<file path="config.mk">
export PLATFORM = sky130hd
export DESIGN_NAME = mpc_chan_adapter
export DESIGN_NICKNAME = d
export VERILOG_FILES = /design/src/rtl/mpc_chan_adapter.sv
export SDC_FILE = /design/constraint.sdc
export NUM_CORES = 1
export LEC_CHECK = 0
export BUFFER_PORTS_ARGS = -buffer_cell sky130_fd_sc_hd__buf_2
export CELL_PAD_IN_SITES_DETAIL_PLACEMENT = 0
export CELL_PAD_IN_SITES_GLOBAL_PLACEMENT = 1
export CORE_MARGIN = 4
export CORE_UTILIZATION = 50
export DETAILED_ROUTE_END_ITERATION = 16
export PLACE_DENSITY = 0.83
export SETUP_SLACK_MARGIN = 0.02
export SLEW_MARGIN = 20
export SYNTH_ARGS = -nofsm -noshare
export SYNTH_HDL_FRONTEND = slang
export SYNTH_SLANG_ARGS = --single-unit
</file>
<file path="constraint.sdc">
create_clock -name clk -period 6.94 [get_ports clk]
set_input_delay 0.694 -clock clk [delete_from_list [all_inputs] [get_ports clk]]
set_output_delay 0.694 -clock clk [all_outputs]
set_load 0.01 [all_outputs]
</file>
<file path="src/rtl/mpc_chan_adapter.sv">
// Requester-side adapter for one multi-port-cache channel: in-order request FIFO,
// credit-limited load issue, response FIFO and a flush/drain handshake.
module mpc_chan_adapter #(
    parameter int unsigned REQ_DEPTH       = 4,
    parameter int unsigned RSP_DEPTH       = 4,
    parameter int unsigned MAX_OUTSTANDING = 4,
    parameter int unsigned ADDR_W          = 32,
    parameter int unsigned DATA_W          = 128
) (
    input  logic                                 clk,
    input  logic                                 rst,
    input  logic                                 core_req_valid,
    output logic                                 core_req_ready,
    input  logic                                 core_req_op,
    input  logic [ADDR_W-1:0]                    core_req_addr,
    input  logic [DATA_W-1:0]                    core_req_wdata,
    output logic                                 chan_req_valid,
    input  logic                                 chan_req_ready,
    output logic                                 chan_req_op,
    output logic [ADDR_W-1:0]                    chan_req_addr,
    output logic [DATA_W-1:0]                    chan_req_wdata,
    input  logic                                 chan_rsp_valid,
    output logic                                 chan_rsp_ready,
    input  logic [DATA_W-1:0]                    chan_rsp_rdata,
    output logic                                 core_rsp_valid,
    input  logic                                 core_rsp_ready,
    output logic [DATA_W-1:0]                    core_rsp_rdata,
    input  logic                                 flush_req,
    output logic                                 flush_done,
    output logic [$clog2(MAX_OUTSTANDING+1)-1:0] outstanding,
    output logic                                 rsp_err
);

    localparam int unsigned QPW = (REQ_DEPTH > 1) ? $clog2(REQ_DEPTH) : 1;
    localparam int unsigned QCW = $clog2(REQ_DEPTH + 1);
    localparam int unsigned RPW = (RSP_DEPTH > 1) ? $clog2(RSP_DEPTH) : 1;
    localparam int unsigned RCW = $clog2(RSP_DEPTH + 1);
    localparam int unsigned OW  = $clog2(MAX_OUTSTANDING + 1);

    localparam logic [QPW-1:0] Q_LAST = QPW'(REQ_DEPTH - 1);
    localparam logic [QCW-1:0] Q_FULL = QCW'(REQ_DEPTH);
    localparam logic [RPW-1:0] R_LAST = RPW'(RSP_DEPTH - 1);
    localparam logic [OW-1:0]  O_MAX  = OW'(MAX_OUTSTANDING);
    localparam logic [RCW-1:0] C_INIT = RCW'(RSP_DEPTH);

    // HOLD is DONE after its pulse cycle, waiting for flush_req to fall
    typedef enum logic [1:0] {RUN, DRAIN, DONE, HOLD} state_t;
    state_t state, state_nxt;

    logic              q_op    [REQ_DEPTH];
    logic [ADDR_W-1:0] q_addr  [REQ_DEPTH];
    logic [DATA_W-1:0] q_wdata [REQ_DEPTH];
    logic [QPW-1:0]    q_wr, q_rd;
    logic [QCW-1:0]    q_cnt;

    logic [DATA_W-1:0] r_mem [RSP_DEPTH];
    logic [RPW-1:0]    r_wr, r_rd;
    logic [RCW-1:0]    r_cnt;

    logic [RCW-1:0]    credits;
    logic              err_q;

    logic req_empty, req_full, head_op, load_ok;
    logic push, fire, load_fire, rsp_in, rsp_ok, rsp_pop;

    assign req_empty = (q_cnt == '0);
    assign req_full  = (q_cnt == Q_FULL);
    assign head_op   = q_op[q_rd];
    assign load_ok   = (outstanding < O_MAX) && (credits != '0);
    assign push      = core_req_valid && core_req_ready;
    assign fire      = chan_req_valid && chan_req_ready;
    assign load_fire = fire && !head_op;
    assign rsp_in    = chan_rsp_valid && chan_rsp_ready;
    assign rsp_ok    = rsp_in && (outstanding != '0);
    assign rsp_pop   = core_rsp_valid && core_rsp_ready;
    assign rsp_err   = err_q;

    always_ff @(posedge clk) begin
        if (push) begin
            q_op[q_wr]    <= core_req_op;
            q_addr[q_wr]  <= core_req_addr;
            q_wdata[q_wr] <= core_req_wdata;
        end
        if (rsp_ok)
            r_mem[r_wr] <= chan_rsp_rdata;
    end

    always_ff @(posedge clk) begin
        if (rst) begin
            q_wr        <= '0;
            q_rd        <= '0;
            q_cnt       <= '0;
            r_wr        <= '0;
            r_rd        <= '0;
            r_cnt       <= '0;
            outstanding <= '0;
            credits     <= C_INIT;
            err_q       <= 1'b0;
        end else begin
            if (push) q_wr <= (q_wr == Q_LAST) ? '0 : q_wr + 1'b1;
            if (fire) q_rd <= (q_rd == Q_LAST) ? '0 : q_rd + 1'b1;
            case ({push, fire})
                2'b10:   q_cnt <= q_cnt + 1'b1;
                2'b01:   q_cnt <= q_cnt - 1'b1;
                default: ;
            endcase
            if (rsp_ok)  r_wr <= (r_wr == R_LAST) ? '0 : r_wr + 1'b1;
            if (rsp_pop) r_rd <= (r_rd == R_LAST) ? '0 : r_rd + 1'b1;
            case ({rsp_ok, rsp_pop})
                2'b10:   r_cnt <= r_cnt + 1'b1;
                2'b01:   r_cnt <= r_cnt - 1'b1;
                default: ;
            endcase
            case ({load_fire, rsp_ok})
                2'b10:   outstanding <= outstanding + 1'b1;
                2'b01:   outstanding <= outstanding - 1'b1;
                default: ;
            endcase
            case ({load_fire, rsp_pop})
                2'b10:   credits <= credits - 1'b1;
                2'b01:   credits <= credits + 1'b1;
                default: ;
            endcase
            if (rsp_in && outstanding == '0)
                err_q <= 1'b1;
        end
    end

    always_ff @(posedge clk) begin
        if (rst) state <= RUN;
        else     state <= state_nxt;
    end

    always_comb begin
        state_nxt = state;
        case (state)
            RUN:        if (flush_req) state_nxt = DRAIN;
            DRAIN:      if (req_empty && outstanding == '0) state_nxt = DONE;
            DONE, HOLD: state_nxt = flush_req ? HOLD : RUN;
            default:    state_nxt = RUN;
        endcase
    end

    // Handshake outputs are held low while rst is asserted, not just after the edge
    always_comb begin
        core_req_ready = !rst && (state == RUN) && !req_full;
        chan_req_valid = !rst && !req_empty && (head_op || load_ok);
        chan_req_op    = head_op;
        chan_req_addr  = q_addr[q_rd];
        chan_req_wdata = q_wdata[q_rd];
        chan_rsp_ready = !rst;
        core_rsp_valid = !rst && (r_cnt != '0);
        core_rsp_rdata = r_mem[r_rd];
        flush_done     = !rst && (state == DONE);
    end

endmodule

</file>
==> key figures <==
Outcome
  • Status: completed

GRT
  • Vias in the first global route: 20,904
  • GRT overflow: 0
  • Global-route wire length before repair: 133,000 µm
  • Initial antenna violation count: 52
  • GR Util All Layers: 0.197
  • Largest net degree at the start of global routing: 161

STA
  • Slew Limit Fails: 0
  • Shortest period the worst path allows: 3.95 ns
  • Final Hold Viols: 0
  • Layout Skew: 0.0315 ns
  • F_max: 253 MHz
  • # setup viols final: 0
  • Final cycle utilization of the critical path: 0.569
  • RSZ-0062 raised after global routing: no
  • Setup_tns: 0 ns
  • Max-slew headroom: 0.258
  • Least-Margin Pin Slew: 1.11 ns

Critical path
  • Critical path startpoint category: flop
  • Buf/Inv on CP: 2
  • CP Max Fanout: 75
  • Family with the most delay on the worst path: buffers and inverters
  • Crit path DAT: 3.26 ns
  • Worst path cell trace: buf_4, mux4_2, buf_2
  • Worst path max stage delay: ~0.93 ns
  • WP data required: 6.25 ns
  • Critical Path End Type: output pin
  • Setup Crit Path Kind: reg2out
  • Slowest CP cell: buf_4

Final layout
  • Final nets: roughly 2,600
  • Fillers: 5,842
  • Share of layout cells above drive strength 1: 0.448
  • Reg area: 35,300 µm²
  • Final core utilization: 0.601
  • Multi-input gate area: 7310 µm²
  • Area Overhead vs Synth: 19.3%

Die
  • Row count: 107
  • Core Box Area: roughly 85,000 µm²
  • Die height: 301 µm
  • I/O pin count: 594
  • Starting Density: 0.504
  • Die width: approximately 300 µm
  • Die area: 90,600 µm²

Clock network
  • CTS tree: done
  • Hold-fix buffer count after cts: 0
  • Total CTS buffers: around 110
  • TritonCTS sink count: 1,183
  • Clock latency on the worst-skew pair: 0.69 ns
  • Cts repair resizes: 0
  • Clk buf depth: 3
  • Post-CTS setup buffer count: 0
  • CTS H-tree lvls: 3
  • Root buffer cell: clkbuf_16
  • Clock-pin slew on the worst setup and hold paths: 0.06 ns

Power and ir drop
  • Sequential power share: 0.537
  • Power Dens Cells: around 290 nW/µm²
  • Clock power share: 0.414
  • Internal Power: 11.9 mW
  • VDD IR max: between 0.2 and 0.3 mV
  • Switch share: 0.203
  • Leakage power: 16.8 nW
  • Combinational share of power: 0.049
  • P_sw: 3.02 mW

Synth
  • Post-Syn Area: ~43,000 µm²
  • Synth area leaders: edfxtp_1 (81%), mux4_2 (15%), dfxtp_1 (1.3%)
  • Synthesized area per cell: about 26 µm²
  • Syn Nets: 1,978
  • EDFF count, synth: 1,156
  • Seq/Total Area, Yosys: 0.822
  • Ys Warns: 0
  • Async S/R FF share, synth: 0
  • Synth top area share: 0.809
  • Yosys cell types: 31
  • Seq cells post-synth: 1,183
  • Synth Flop Type: edfxtp_1
  • Post-Synthesis Cells: 1,664
  • Synth area leader: edfxtp_1

Drt
  • DRT Wirelength: 89,400 µm
  • Drt first pass iters: 5
  • Vias after detailed routing: 19,853
  • Via density: 5.52
  • Routed wire per std cell: 24.9 µm
  • DRT iter0 DRCs: approximately 1,600
  • Remaining antenna violation count after routing: 0
  • DRC violations left: 0

Placed design
  • Detail Placement HPWL: 54,400 µm
  • GP Congestion: ~0.78
  • Port bufs: about 600

Run
  • Max Cap Violations: 0

Hold path
  • Worst hold path type: in2reg
## cells in the final DEF (no fill, tap or decap), drive strengths merged, types with 4 or more instances in the layout
cell type  Yosys  final
dfxtp         27     27
clkinv         0     59
o21ai          7      7
buf           40    609
nor3           5      5
nand2          4      4
a21oi         10     10
or3            5      5
inv           18     23
edfxtp      1156   1156
bufinv         0     13
nor2          23     23
xor2           8      8
fa             4      4
ha            14     14
clkbuf        27    138
diode          0     31
and2           8      8
mux4         289    289
## path summary, 6_finish.rpt
check / start / end / slack, ns / cells past startpoint
worst max-delay path: flop / core_rsp_rdata[58] / 2.99 / 3
worst min-delay path: core_req_wdata[55] / q_wdata[0][55] / 0.21 / 1
worst min register to register: rsp_err / rsp_err / 0.49 / 2
worst max register to register: state[0] / q_wdata[1][101] / 3.71 / 4
## routing by layer
layer | vias to the layer above | part of all wire | track usage
met2 | 791 | 0.50 | 0.319
met5 | - | 0.0030 | 0
met4 | 44 | 0.028 | 0.0686
li1 | 8525 | - | -
met3 | 178 | 0.12 | 0.0885
met1 | 10315 | 0.35 | 0.236
## power by group through the flow
| stage | Clock (mW) | Sequential (mW) | Combinational, mW |
|---|---|---|---|
| 4_1_cts | 6.30 | 8.00 | 0.738 |
| 3_5_place_dp | 0 | 8.15 | 0.731 |
| 5_1_grt | 6.63 | 8.00 | 0.786 |
| 3_3_place_gp | 0 | 8.14 | 0.711 |
| 6_report | 6.17 | 8.00 | 0.723 |
| 2_1_floorplan | 0 | 8.15 | 0.371 |
## layout make-up
class | instances | share of cell area
flip-flops and latches | 1183 | 0.689
repair buffers | 609 | 0.0629
clock inverters | 77 | 0.0154
diodes | 31 | 0.00152
well taps | 1144 | 0.0280
clock buffers | 138 | 0.0589
multi-input cells | 396 | 0.143
inverters | 18 | 0.00132
## metrics by stage
| step | total power, mW | instance area (µm²) | cells | hold WS, ns | setup WS [ns] |
|---|---|---|---|---|---|
| after CTS | 15.0 | 51100 | 3565 | 0.143 | 2.88 |
| after floorplan | 8.52 | 42900 | 1664 | 0.459 | 1.20 |
| final | 14.9 | 51200 | 3596 | 0.213 | 2.99 |
| after detailed placement | 8.88 | 47300 | 3350 | 0.475 | 3.02 |
| after global placement | 8.85 | 47300 | 3349 | 0.454 | 3.03 |
| after global routing | 15.4 | 51100 | 3577 | 0.169 | 2.80 |
## state kept, by name (all words and copies together), names as in the netlist, 3 cells and up, named ones only
| signal | count |
|---|---|
| r_cnt | 3 |
| q_cnt | 3 |
| q_addr | 128 |
| q_wdata | 512 |
| outstanding | 3 |
| r_mem | 512 |
| q_op | 4 |
| credits | 3 |
## kinds of logic (layout without fill, tap and decap cells)
group | count (synthesis) | count (layout) | synth area share
DFF | 1183 | 1183 | 0.822
muxes | 292 | 292 | 0.152
buffers and inverters | 85 | 842 | 0.00843
and+or+nand+nor | 54 | 54 | 0.00650
AOI/OAI and AO/OA | 24 | 24 | 0.00347
adders and majority gates | 18 | 18 | 0.00595
xor gates and xnor gates | 8 | 8 | 0.00163
other | 0 | 31 | 0
## worst register-to-register path, stage by stage, from the launching register on
cell	delay (ns)
dfxtp_1	0.32
or3_1	0.41
a211oi_2	0.51
and2_4	0.90
buf_12	0.59
## synthesized netlist by cell type, drive strengths merged, types with 2 or more instances
master     n
xor2       8
or4        2
buf       40
mux4     289
or3b       2
and2       8
a21oi     10
mux2i      3
dfxtp     27
ha        14
clkbuf    27
o31ai      2
nand2      4
nor2      23
o21ai      7
or3        5
nor3b      3
nor3       5
fa         4
edfxtp  1156
inv       18
No activity file was read; power rests on OpenSTA's default activity.
